## src/rtl/alu_issue_pkg.sv

```systemverilog
// Shared definitions for the alu_issue execute front end and its alu.
// Opcode layout is {funct[3:0], type[2:0]}. Legal funct sets per type are
// derived from the ADD..NOT and BEQ..BGE codes below.
`ifndef R_TYPE
`define R_TYPE 3'd1
`endif
`ifndef B_TYPE
`define B_TYPE 3'd2
`endif
`ifndef ADD
`define ADD 4'd0
`endif
`ifndef SUB
`define SUB 4'd1
`endif
`ifndef AND
`define AND 4'd2
`endif
`ifndef OR
`define OR  4'd3
`endif
`ifndef XOR
`define XOR 4'd4
`endif
`ifndef NOT
`define NOT 4'd5
`endif
`ifndef BEQ
`define BEQ 4'd0
`endif
`ifndef BNE
`define BNE 4'd1
`endif
`ifndef BLT
`define BLT 4'd2
`endif
`ifndef BGE
`define BGE 4'd3
`endif

package alu_issue_pkg;

    localparam int DEF_XLEN = 32;
    localparam int DEF_RD_W = 5;

    localparam logic [2:0] TYPE_R = `R_TYPE;
    localparam logic [2:0] TYPE_B = `B_TYPE;

    localparam logic [3:0] FN_ADD = `ADD;
    localparam logic [3:0] FN_SUB = `SUB;
    localparam logic [3:0] FN_AND = `AND;
    localparam logic [3:0] FN_OR  = `OR;
    localparam logic [3:0] FN_XOR = `XOR;
    localparam logic [3:0] FN_NOT = `NOT;
    localparam logic [3:0] FN_BEQ = `BEQ;
    localparam logic [3:0] FN_BNE = `BNE;
    localparam logic [3:0] FN_BLT = `BLT;
    localparam logic [3:0] FN_BGE = `BGE;

    // One bit per funct code that is legal for the given type
    localparam logic [15:0] R_LEGAL = (16'd1 << FN_ADD) | (16'd1 << FN_SUB) |
                                      (16'd1 << FN_AND) | (16'd1 << FN_OR)  |
                                      (16'd1 << FN_XOR) | (16'd1 << FN_NOT);
    localparam logic [15:0] B_LEGAL = (16'd1 << FN_BEQ) | (16'd1 << FN_BNE) |
                                      (16'd1 << FN_BLT) | (16'd1 << FN_BGE);

    // Operand-stage record
    typedef struct packed {
        logic [6:0]          opcode;
        logic [DEF_XLEN-1:0] a;
        logic [DEF_XLEN-1:0] b;
        logic [DEF_RD_W-1:0] rd;
        logic [DEF_XLEN-1:0] pc;
        logic [DEF_XLEN-1:0] imm;
    } s1_rec_t;

    function automatic logic op_legal(input logic [6:0] opcode);
        logic [15:0] mask;
        mask = '0;
        if (opcode[2:0] == TYPE_R) mask = R_LEGAL;
        else if (opcode[2:0] == TYPE_B) mask = B_LEGAL;
        return mask[opcode[6:3]];
    endfunction

endpackage

```

## src/rtl/alu_issue_alu.sv

```systemverilog
// Combinational alu. cc = {negative, borrow, signed overflow, branch condition}.
// Illegal opcodes produce a zero result and zero flags.
module alu
    import alu_issue_pkg::*;
#(
    parameter int XLEN = DEF_XLEN
) (
    input  logic [6:0]      opcode,
    input  logic [XLEN-1:0] a,
    input  logic [XLEN-1:0] b,
    output logic [XLEN-1:0] alu_out,
    output logic [3:0]      alu_cc
);

    logic [2:0]      op_type;
    logic [3:0]      funct;
    logic [XLEN-1:0] sum;
    logic [XLEN:0]   diff;
    logic            add_ovf;
    logic            sub_ovf;
    logic            cond;
    logic            ovf;
    logic            brw;

    assign op_type = opcode[2:0];
    assign funct   = opcode[6:3];
    assign sum     = a + b;
    assign diff    = {1'b0, a} - {1'b0, b};
    assign add_ovf = (a[XLEN-1] == b[XLEN-1]) && (sum[XLEN-1] != a[XLEN-1]);
    assign sub_ovf = (a[XLEN-1] != b[XLEN-1]) && (diff[XLEN-1] != a[XLEN-1]);

    // Result and flag selection by type and funct
    always_comb begin
        alu_out = '0;
        cond    = 1'b0;
        ovf     = 1'b0;
        brw     = 1'b0;
        case (op_type)
            TYPE_R: begin
                case (funct)
                    FN_ADD: begin alu_out = sum; ovf = add_ovf; end
                    FN_SUB: begin alu_out = diff[XLEN-1:0]; ovf = sub_ovf; brw = diff[XLEN]; end
                    FN_AND: alu_out = a & b;
                    FN_OR:  alu_out = a | b;
                    FN_XOR: alu_out = a ^ b;
                    FN_NOT: alu_out = ~a;
                    default: alu_out = '0;
                endcase
            end
            TYPE_B: begin
                if (op_legal(opcode)) begin
                    alu_out = diff[XLEN-1:0];
                    ovf     = sub_ovf;
                    brw     = diff[XLEN];
                end
                case (funct)
                    FN_BEQ:  cond = (a == b);
                    FN_BNE:  cond = (a != b);
                    FN_BLT:  cond = ($signed(a) <  $signed(b));
                    FN_BGE:  cond = ($signed(a) >= $signed(b));
                    default: cond = 1'b0;
                endcase
            end
            default: alu_out = '0;
        endcase
    end

    assign alu_cc = {alu_out[XLEN-1], brw, ovf, cond};

endmodule

```

## src/rtl/alu_issue.sv

```systemverilog
// Two-stage execute front end: S1 operand register feeding the alu, S2 output
// register with decode and branch resolution, sticky overflow/borrow flags.
// Optional feature macro: ALU_ISSUE_PERF_EN enables cnt_ops / cnt_taken.
module alu_issue
    import alu_issue_pkg::*;
#(
    parameter int XLEN = DEF_XLEN,
    parameter int RD_W = DEF_RD_W
) (
    input  logic            clk,
    input  logic            rst_n,
    input  logic            in_valid,
    output logic            in_ready,
    input  logic [6:0]      in_opcode,
    input  logic [XLEN-1:0] in_a,
    input  logic [XLEN-1:0] in_b,
    input  logic [RD_W-1:0] in_rd,
    input  logic [XLEN-1:0] in_pc,
    input  logic [XLEN-1:0] in_imm,
    output logic            out_valid,
    input  logic            out_ready,
    output logic [XLEN-1:0] out_result,
    output logic [3:0]      out_cc,
    output logic [RD_W-1:0] out_rd,
    output logic            out_wb_en,
    output logic            out_br_taken,
    output logic [XLEN-1:0] out_next_pc,
    output logic            out_illegal,
    input  logic            flush,
    input  logic            flag_clr,
    output logic            sticky_ovf,
    output logic            sticky_brw,
    output logic [31:0]     cnt_ops,
    output logic [31:0]     cnt_taken
);

    s1_rec_t         s1_reg;
    logic            s1_valid_reg;
    logic            out_valid_reg;
    logic [XLEN-1:0] out_result_reg;
    logic [3:0]      out_cc_reg;
    logic [RD_W-1:0] out_rd_reg;
    logic            out_wb_en_reg;
    logic            out_br_taken_reg;
    logic [XLEN-1:0] out_next_pc_reg;
    logic            out_illegal_reg;
    logic            sticky_ovf_reg;
    logic            sticky_brw_reg;

    logic [XLEN-1:0] alu_out;
    logic [3:0]      alu_cc;
    logic            s2_free;
    logic            s1_adv;
    logic            accept;
    logic            s2_load;
    logic            s1_legal;
    logic            wb_en_next;
    logic            br_taken_next;
    logic [XLEN-1:0] next_pc_next;

    alu #(.XLEN(XLEN)) u_alu (
        .opcode  (s1_reg.opcode),
        .a       (s1_reg.a),
        .b       (s1_reg.b),
        .alu_out (alu_out),
        .alu_cc  (alu_cc)
    );

    assign s2_free  = !out_valid_reg || out_ready;
    assign s1_adv   = s1_valid_reg && s2_free;
    // rst_n term keeps in_ready low for the whole reset window
    assign in_ready = rst_n && (!s1_valid_reg || s1_adv) && !flush;
    assign accept   = in_valid && in_ready;
    assign s2_load  = s1_adv && !flush;

    // Decode and branch resolution of the op sitting in S1
    always_comb begin
        s1_legal      = op_legal(s1_reg.opcode);
        wb_en_next    = s1_legal && (s1_reg.opcode[2:0] == TYPE_R);
        br_taken_next = s1_legal && (s1_reg.opcode[2:0] == TYPE_B) && alu_cc[0];
        next_pc_next  = br_taken_next ? (s1_reg.pc + s1_reg.imm) : (s1_reg.pc + XLEN'(4));
    end

    // S1: capture accepted op, drain when it advances, kill on flush
    always_ff @(posedge clk or negedge rst_n) begin
        if (!rst_n) begin
            s1_valid_reg <= 1'b0;
            s1_reg       <= '0;
        end else if (flush) begin
            s1_valid_reg <= 1'b0;
        end else if (accept) begin
            s1_valid_reg <= 1'b1;
            s1_reg       <= '{opcode: in_opcode, a: in_a, b: in_b, rd: in_rd, pc: in_pc, imm: in_imm};
        end else if (s1_adv) begin
            s1_valid_reg <= 1'b0;
        end
    end

    // S2: load from S1 and the alu, hold while stalled, kill on flush
    always_ff @(posedge clk or negedge rst_n) begin
        if (!rst_n) begin
            out_valid_reg    <= 1'b0;
            out_result_reg   <= '0;
            out_cc_reg       <= '0;
            out_rd_reg       <= '0;
            out_wb_en_reg    <= 1'b0;
            out_br_taken_reg <= 1'b0;
            out_next_pc_reg  <= '0;
            out_illegal_reg  <= 1'b0;
        end else if (flush) begin
            out_valid_reg    <= 1'b0;
        end else if (s1_adv) begin
            out_valid_reg    <= 1'b1;
            out_result_reg   <= alu_out;
            out_cc_reg       <= alu_cc;
            out_rd_reg       <= s1_reg.rd;
            out_wb_en_reg    <= wb_en_next;
            out_br_taken_reg <= br_taken_next;
            out_next_pc_reg  <= next_pc_next;
            out_illegal_reg  <= !s1_legal;
        end else if (out_ready) begin
            out_valid_reg    <= 1'b0;
        end
    end

    // Sticky flags: a set in the same cycle as flag_clr wins
    always_ff @(posedge clk or negedge rst_n) begin
        if (!rst_n) begin
            sticky_ovf_reg <= 1'b0;
            sticky_brw_reg <= 1'b0;
        end else begin
            sticky_ovf_reg <= (sticky_ovf_reg && !flag_clr) || (s2_load && s1_legal && alu_cc[1]);
            sticky_brw_reg <= (sticky_brw_reg && !flag_clr) || (s2_load && s1_legal && alu_cc[2]);
        end
    end

`ifdef ALU_ISSUE_PERF_EN
    logic [31:0] cnt_ops_reg;
    logic [31:0] cnt_taken_reg;
    logic        xfer;

    assign xfer = out_valid_reg && out_ready;

    // Delivered-op counters; a transfer during flush still counts
    always_ff @(posedge clk or negedge rst_n) begin
        if (!rst_n) begin
            cnt_ops_reg   <= '0;
            cnt_taken_reg <= '0;
        end else if (xfer) begin
            cnt_ops_reg   <= cnt_ops_reg + 32'd1;
            if (out_br_taken_reg) cnt_taken_reg <= cnt_taken_reg + 32'd1;
        end
    end

    assign cnt_ops   = cnt_ops_reg;
    assign cnt_taken = cnt_taken_reg;
`else
    assign cnt_ops   = '0;
    assign cnt_taken = '0;
`endif

    assign out_valid    = out_valid_reg;
    assign out_result   = out_result_reg;
    assign out_cc       = out_cc_reg;
    assign out_rd       = out_rd_reg;
    assign out_wb_en    = out_wb_en_reg;
    assign out_br_taken = out_br_taken_reg;
    assign out_next_pc  = out_next_pc_reg;
    assign out_illegal  = out_illegal_reg;
    assign sticky_ovf   = sticky_ovf_reg;
    assign sticky_brw   = sticky_brw_reg;

endmodule

```

## config.mk

```make
export PLATFORM = sky130hd
export DESIGN_NAME = alu_issue
export DESIGN_NICKNAME = d
export VERILOG_FILES = /design/src/rtl/alu_issue_pkg.sv /design/src/rtl/alu_issue_alu.sv /design/src/rtl/alu_issue.sv
export SDC_FILE = /design/constraint.sdc
export NUM_CORES = 1
export LEC_CHECK = 0
export BUFFER_PORTS_ARGS = -buffer_cell sky130_fd_sc_hd__buf_2
export CORE_MARGIN = 3
export CORE_UTILIZATION = 47
export CTS_BUF_LIST = sky130_fd_sc_hd__clkbuf_2 sky130_fd_sc_hd__clkbuf_4 sky130_fd_sc_hd__clkbuf_8
export CTS_CLUSTER_DIAMETER = 80
export DETAILED_ROUTE_END_ITERATION = 12
export PLACE_DENSITY = 0.78
export SLEW_MARGIN = 20
export SYNTH_ARGS = -nofsm -noshare
export SYNTH_HDL_FRONTEND = slang
export SYNTH_SLANG_ARGS = --single-unit
```

## constraint.sdc

```tcl
create_clock -name clk -period 8.2 [get_ports clk]
set_input_delay 1.23 -clock clk [delete_from_list [all_inputs] [get_ports clk]]
set_output_delay 1.23 -clock clk [all_outputs]
set_load 0.01 [all_outputs]
```

==> run_results.csv, run 1 <==
group,metric,value,unit
job,drv_cap,0,
power_and_ir_drop,ir_worst_vdd,171.4,uV
logic_synthesis,yosysWarnings,0,
final_layout,layout_commonest_cell,"buf_2",
cts,cts_setup_buffers,0,
final_layout,area_growth,12.72,%
logic_synthesis,synth-seq-area-share,32.85,%
drt,routed_wl,50.59,mm
cts,cts_resized,0,
final_layout,num-nets-final,2302,
drt,vias,14830,
final_layout,nFillCells,3177,
sta,finClkSkew,0.02560,ns
floorplanning,ios,290,
sta,tns,0,ns
floorplanning,die_h,194.4,um
power_and_ir_drop,fin_total_pwr,5.108,mW
sta,maxSlewViolCount,0,
critical_path,r2r-start,"s1_reg[101]",
cts,tritoncts,"done",
drt,final_antenna_net_count,0,
critical_path,end_kind,"flop",
grt,gr-total-overflow,0,
logic_synthesis,synthCells,1829,
grt,grt_max_degree,106,
drt,drcViolationCount,0,
sta,tightest_slew,0.8517,ns
floorplanning,die_x,194.4,um
drt,drt_iter0_drc,1084,
grt,antenna_found_initial,6,
logic_synthesis,synth_edf_count,0,
final_layout,multi_input_area,10130,um2
cts,numClockSinks,219,
sta,setup_viol,0,
cts,clk_latency,0.60,ns
cts,cts-hold-fix-buffers,0,
critical_path,required,8.64,ns
critical_path,reg2reg_slack,4.25,ns
final_layout,postLayoutCellArea,18810,um2
power_and_ir_drop,p_per_area,271.6,nW/um2
grt,grt_use_total,25.94,%
grt,grt_pass1_wl,79.60,mm
place,dp_hpwl,37.05,mm
floorplanning,die-area,37800,um2
final_layout,layout_common_cells,"buf_2, dfrtp_1, nand2_1",
critical_path,r2r_cells,14,
logic_synthesis,synthFlopType,"dfrtp_1",
critical_path,crit_arrival,4.39,ns
sta,fin_crit,3.946,ns
floorplanning,core-area,34800,um2
floorplanning,core.rowCount,68,
final_layout,drive_gt1_share,24.60,%
logic_synthesis,syn_avg_cell_area,9.122,um2
critical_path,regToRegEndpoint,"out_next_pc[23]",
place,gp_congestion,0.9500,
cts,root_buffer,"clkbuf_8",
critical_path,criticalPathCategory,"flop to flop",
logic_synthesis,ys_seq_elements,219,
sta,min_period_over_period,48.12,%
critical_path,critical_path.startpoint_type,"flop",
final_layout,largest_reg_flops,140,
outcome,status,"completed",
logic_synthesis,async_flop_share,100.0,%
cts,clkTransAtPathRegs,0.06,ns
power_and_ir_drop,power.leakage,8.871,nW
place,port_buffers,225,
worst_hold_path,hold_path_depth,2,
drt,routedWlPerCell,20.16,um
place,postPlaceCellArea,17870,um2
sta,finalHoldViolCount,0,
cts,cts-buffers-inserted,41,
grt,grt_pass1_vias,14540,
sta,clock.fmax,253.4,MHz
worst_hold_path,min_to,"out_rd[4]",
sta,rsz0062_at_grt,"false",
floorplanning,start_util,47.95,%
cts,htreeDepth,2,
final_layout,regArea,5480,um2
worst_hold_path,hold_path.class,"flop to flop",
worst_hold_path,hp-start,"s1_reg[68]",
drt,vias_per_cell,5.911,
sta,relSlewSlack,43.08,%
cts,cts_buffer_depth,3,
critical_path,critPathMaxFanout,15,
logic_synthesis,ys_types,94,
logic_synthesis,synth_area,16680,um2
drt,drt_first_pass_iters,5,
==> cell type report <==
type,count,area share (%)
antenna,5,0.06653
clock buffer,54,3.752
clock inverter,19,1.178
inverter,110,2.195
multi-input combinational,1404,53.88
sequential,219,29.14
tap,455,3.027
timing repair buffer,243,6.759
==> worst max-delay path by stage <==
stage                           start               to  slack, ns  cells after the start
after floorplan           s1_reg[101]  out_next_pc[12]       5.02                     16
after global placement          rst_n        s1_reg[0]       3.99                      6
after detailed placement    out_ready       s1_reg[26]       3.89                      8
after CTS                 s1_reg[101]  out_next_pc[23]       4.29                     14
after global routing      s1_reg[101]  out_next_pc[23]       3.85                     14
final                     s1_reg[101]  out_next_pc[23]       4.25                     14
==> metrics by stage <==
step                cells  hold WS [ns]  utilization [%]  worst slack, ns
global placement     2431        0.4466            51.34            3.993
global route         2509        0.4899            54.05            3.854
floorplan            1892        0.4331                -            5.019
detailed placement   2431        0.4548            51.34            3.886
finish               2509        0.4701            54.05            4.254
CTS                  2504        0.4603            54.01            4.294
==> where the power goes <==
group / total, mW / leakage, nW / internal [mW] / switching, mW
sequential: 1.52 / 2.67 / 1.30 / 0.224
clock: 1.21 / 0.484 / 0.697 / 0.510
combinational: 2.38 / 5.72 / 0.966 / 1.42
==> cell families after synthesis <==
family | Yosys count | share of synthesized area (%)
compound gates | 493 | 19.69
xor+xnor | 96 | 5.039
fa+ha+maj | 137 | 10.41
buf+inv | 269 | 7.956
flops | 219 | 32.85
mux | 166 | 11.04
other cells | 1 | 0.02248
simple gates | 448 | 13.00
==> synthesized netlist by cell type (all sizes together), types with 26 or more instances <==
library cell	number	area (um2)
nand3	46	235.2
xnor2	73	639.4
buf	96	656.9
inv	109	409.1
a31oi	31	193.9
a21o	37	282.8
o221ai	26	227.7
dfrtp	219	5480
nand2	148	560.5
nor2	117	457.9
ha	134	1677
a21oi	130	658.1
mux2	144	1622
nor3	28	140.1
o21ai	107	535.5
clkbuf	63	257.8
==> layer usage <==
| layer | GRT usage (%) | share of wire [%] | vias up | wire (um) |
|---|---|---|---|---|
| li1 | - | - | 6822 | - |
| met1 | 33.36 | 41 | 7246 | 20730 |
| met2 | 42.20 | 47 | 639 | 23670 |
| met3 | 5.322 | 8.2 | 121 | 4131 |
| met4 | 11.89 | 4.0 | 2 | 2039 |
| met5 | 0 | 0.014 | - | 7 |
==> worst max-delay path: stages, from the launching register on <==
cell and delay (ns):
dfrtp_1 0.40, inv_1 0.09, ha_1 0.16, inv_1 0.06, fa_1 0.39, nor2b_1 0.17
o311ai_2 0.32, a31oi_1 0.16, a211oi_2 0.54, nor2_1 0.11, o21ai_1 0.18, nand3_1 0.36
nand2_2 0.51, mux2i_1 0.23, o21ai_0 0.11
No activity file was read; power rests on OpenSTA's default activity.
==> inputs of run 2 (changes only) <==
--- a/config.mk
+++ b/config.mk
@@ -5,13 +5,14 @@
 export SDC_FILE = /design/constraint.sdc
 export NUM_CORES = 1
 export LEC_CHECK = 0
+export ABC_AREA = 1
 export BUFFER_PORTS_ARGS = -buffer_cell sky130_fd_sc_hd__buf_2
 export CORE_MARGIN = 3
 export CORE_UTILIZATION = 47
 export CTS_BUF_LIST = sky130_fd_sc_hd__clkbuf_2 sky130_fd_sc_hd__clkbuf_4 sky130_fd_sc_hd__clkbuf_8
 export CTS_CLUSTER_DIAMETER = 80
 export DETAILED_ROUTE_END_ITERATION = 12
-export PLACE_DENSITY = 0.78
+export PLACE_DENSITY = 0.77
 export SLEW_MARGIN = 20
 export SYNTH_ARGS = -nofsm -noshare
 export SYNTH_HDL_FRONTEND = slang
==> constraint.sdc (replaced) <==
create_clock -name clk -period 4.05 [get_ports clk]
set_input_delay 0.6075 -clock clk [delete_from_list [all_inputs] [get_ports clk]]
set_output_delay 0.6075 -clock clk [all_outputs]
set_load 0.01 [all_outputs]
==> run_results.csv, run 2 <==
group,metric,value,unit
floorplanning,ios,290,
sta,holdWs,0.1864,ns
cts,cts-buffers-inserted,41,
critical_path,slowest_stage,"ha_1",
logic_synthesis,yosys-top-cells-count,"nand2_1, nor2_1, inv_1",
outcome,status,"completed",
job,drv_cap,0,
place,gp_congestion,1.026,
sta,maxSlewViolCount,0,
power_and_ir_drop,fin_total_pwr,10.38,mW
final_layout,layout_common_cells,"nand2_1, nor2_1, inv_1",
logic_synthesis,synth_top_area_cell,"dfrtp_1",
logic_synthesis,yosysWarnings,0,
critical_path,r2r-start,"s1_reg[124]",
sta,tightest_slew,1.055,ns
cts,tritoncts,"done",
critical_path,r2r_cells,19,
sta,rsz0062_at_grt,"false",
critical_path,reg2reg_slack,0.88,ns
cts,numClockSinks,219,
critical_path,criticalPathCategory,"flop to flop",
floorplanning,die_h,200.0,um
grt,grt_max_degree,139,
critical_path,cp_cell_sequence,"inv_1, ha_1, inv_1, nand2_1, nand2_1, a21oi_4, nand2_2, nand2_2, nand2_1, nor2_1, nand2_1, nand2_2, a21oi_2, nand2_4, nand2_8, nand2_1, nand2_1, nand2_1, nand2_1",
sta,relSlewSlack,29.58,%
logic_synthesis,synth.most_common_cell,"nand2_1",
critical_path,path_depth,19,
drt,vias,17990,
critical_path,critPathMaxFanout,34,
logic_synthesis,syn_avg_cell_area,7.153,um2
critical_path,regToRegEndpoint,"out_next_pc[26]",
logic_synthesis,synthFlopType,"dfrtp_1",
critical_path,critical_path.startpoint_type,"flop",
logic_synthesis,synthCells,2474,
sta,setup_viol,0,
critical_path,crit_arrival,3.69,ns
grt,antenna_found_initial,0,
sta,fin_crit,3.167,ns
place,port_buffers,225,
sta,tns,0,ns
final_layout,area_growth,12.75,%
cts,clkTransAtPathRegs,0.06,ns
floorplanning,die-area,40020,um2
drt,routedWlPerCell,19.58,um
place,dp_hpwl,48.00,mm
cts,cts_buffer_depth,3,
floorplanning,core.rowCount,70,
drt,drt_iter0_drc,1613,
grt,gr-total-overflow,0,
critical_path,crit_buf_inv,2,
worst_hold_path,min_to,"out_valid",
power_and_ir_drop,p_per_area,520.2,nW/um2
floorplanning,core-area,36870,um2
logic_synthesis,synth.area.top_cells,"dfrtp_1, nand2_1, ha_1",
floorplanning,die_x,200.0,um
final_layout,drive_gt1_share,16.37,%
critical_path,cpMostUsedCell,"nand2_1",
worst_hold_path,hold_path.class,"input port to flop",
drt,drt_first_pass_iters,6,
logic_synthesis,synth_edf_count,0,
final_layout,num-nets-final,2958,
drt,drcViolationCount,0,
grt,grt_pass1_vias,17700,
critical_path,slowest_delay,0.51,ns
critical_path,crit_family,"simple AND/OR/NAND/NOR gates",
cts,root_buffer,"clkbuf_8",
critical_path,end_kind,"flop",
logic_synthesis,ys_seq_elements,219,
drt,routed_wl,62.74,mm
drt,final_antenna_net_count,0,
place,postPlaceCellArea,19030,um2
sta,clock.fmax,315.8,MHz
final_layout,largest_reg_flops,140,
cts,clk_latency,0.64,ns
power_and_ir_drop,ir_worst_vdd,334.6,uV
logic_synthesis,synth.top_cell.area_share,30.97,%
logic_synthesis,async_flop_share,100.0,%
final_layout,postLayoutCellArea,19950,um2
grt,grt_pass1_wl,96.13,mm
floorplanning,start_util,47.99,%
logic_synthesis,synth-seq-area-share,30.97,%
grt,grt_use_total,30.75,%
cts,cts_resized,0,
drt,vias_per_cell,5.614,
sta,min_period_over_period,78.19,%
critical_path,required,4.57,ns
worst_hold_path,hp-start,"flush",
worst_hold_path,hold_path_depth,2,
cts,htreeDepth,2,
logic_synthesis,ys_types,53,
power_and_ir_drop,power.leakage,10.18,nW
final_layout,nFillCells,3595,
sta,finalHoldViolCount,0,
sta,finClkSkew,0.02762,ns
logic_synthesis,synth_area,17700,um2
final_layout,layout_commonest_cell,"nand2_1",
==> run 2: changes by cell type in the layout (fill, tap and decap cells not counted), sizes merged, moves of 25 or more <==
| cell | change |
|---|---|
| xor2 | +30 |
| nand3 | +145 |
| nor2 | +191 |
| a21oi | +103 |
| mux2 | -89 |
| o221ai | -25 |
| a21o | -30 |
| nand2 | +402 |
| xnor2 | -59 |
| inv | +157 |
==> run 2: cells by family after synthesis <==
group,after synthesis,share of synthesized area [%]
multiplexers,55,3.500
flip-flops,219,30.97
buffers and inverters,419,10.84
XOR/XNOR,67,3.316
adder cells (fa/ha/maj),137,9.813
other,1,0.02119
AO/OA/AOI/OAI,437,13.93
AND/OR/NAND/NOR,1139,27.62
==> run 2: where the power goes <==
| part | total [mW] | internal (mW) | switching (mW) |
|---|---|---|---|
| clock | 2.49 | 1.44 | 1.05 |
| sequential | 3.00 | 2.61 | 0.392 |
| combinational | 4.89 | 1.61 | 3.28 |
==> run 2: worst max-delay path by stage <==
stage / from / end / slack, ns
2_1_floorplan: s1_reg[101] / out_next_pc[26] / 1.69
3_3_place_gp: s1_reg[124] / out_next_pc[25] / 0.88
3_5_place_dp: s1_reg[124] / out_next_pc[19] / 0.93
4_1_cts: s1_reg[124] / out_next_pc[29] / 0.92
5_1_grt: s1_reg[124] / out_next_pc[21] / 0.57
6_report: s1_reg[124] / out_next_pc[26] / 0.88
==> run 2: worst register-to-register path: cells and delay by family (launching register included) <==
kind	cells	cell delay [ns]
AOI/OAI and AO/OA	2	0.29
adders and majority gates	1	0.51
DFF	1	0.40
and+or+nand+nor	14	1.63
buffers and inverters	2	0.27
==> run 2: through the flow <==
step	utilization [%]	worst slack, ns	instances
6_report	54.12	0.8835	3205
4_1_cts	54.11	0.9150	3204
2_1_floorplan	-	1.692	2537
3_5_place_dp	51.61	0.9325	3135
3_3_place_gp	51.61	0.8756	3135
5_1_grt	54.11	0.5664	3204
==> run 2: final cells by class <==
type	count	area [um2]	share of cell area, %
diodes	1	2.502	0.01254
clock buffers	58	748.2	3.750
clock inverters	10	162.7	0.8152
inverters	270	1013	5.079
multi-input cells	1899	10570	52.98
flip-flops and latches	219	5480	27.46
well taps	504	630.6	3.160
repair buffers	244	1344	6.734
==> run 2: what timing repair did <==
action,4_1_cts,5_1_grt
hold endpoints to repair,37,0
setup buffers,0,0
hold buffers,1,0
==> run 2: metal layers <==
| metal | vias to the layer above | global-route usage, % | part of all wire [%] |
|---|---|---|---|
| met1 | 8526 | 40.44 | 42 |
| met3 | 168 | 4.582 | 7.2 |
| met2 | 874 | 50.40 | 46 |
| met5 | - | 0 | 0 |
| met4 | 0 | 13.91 | 4.5 |
| li1 | 8424 | - | - |
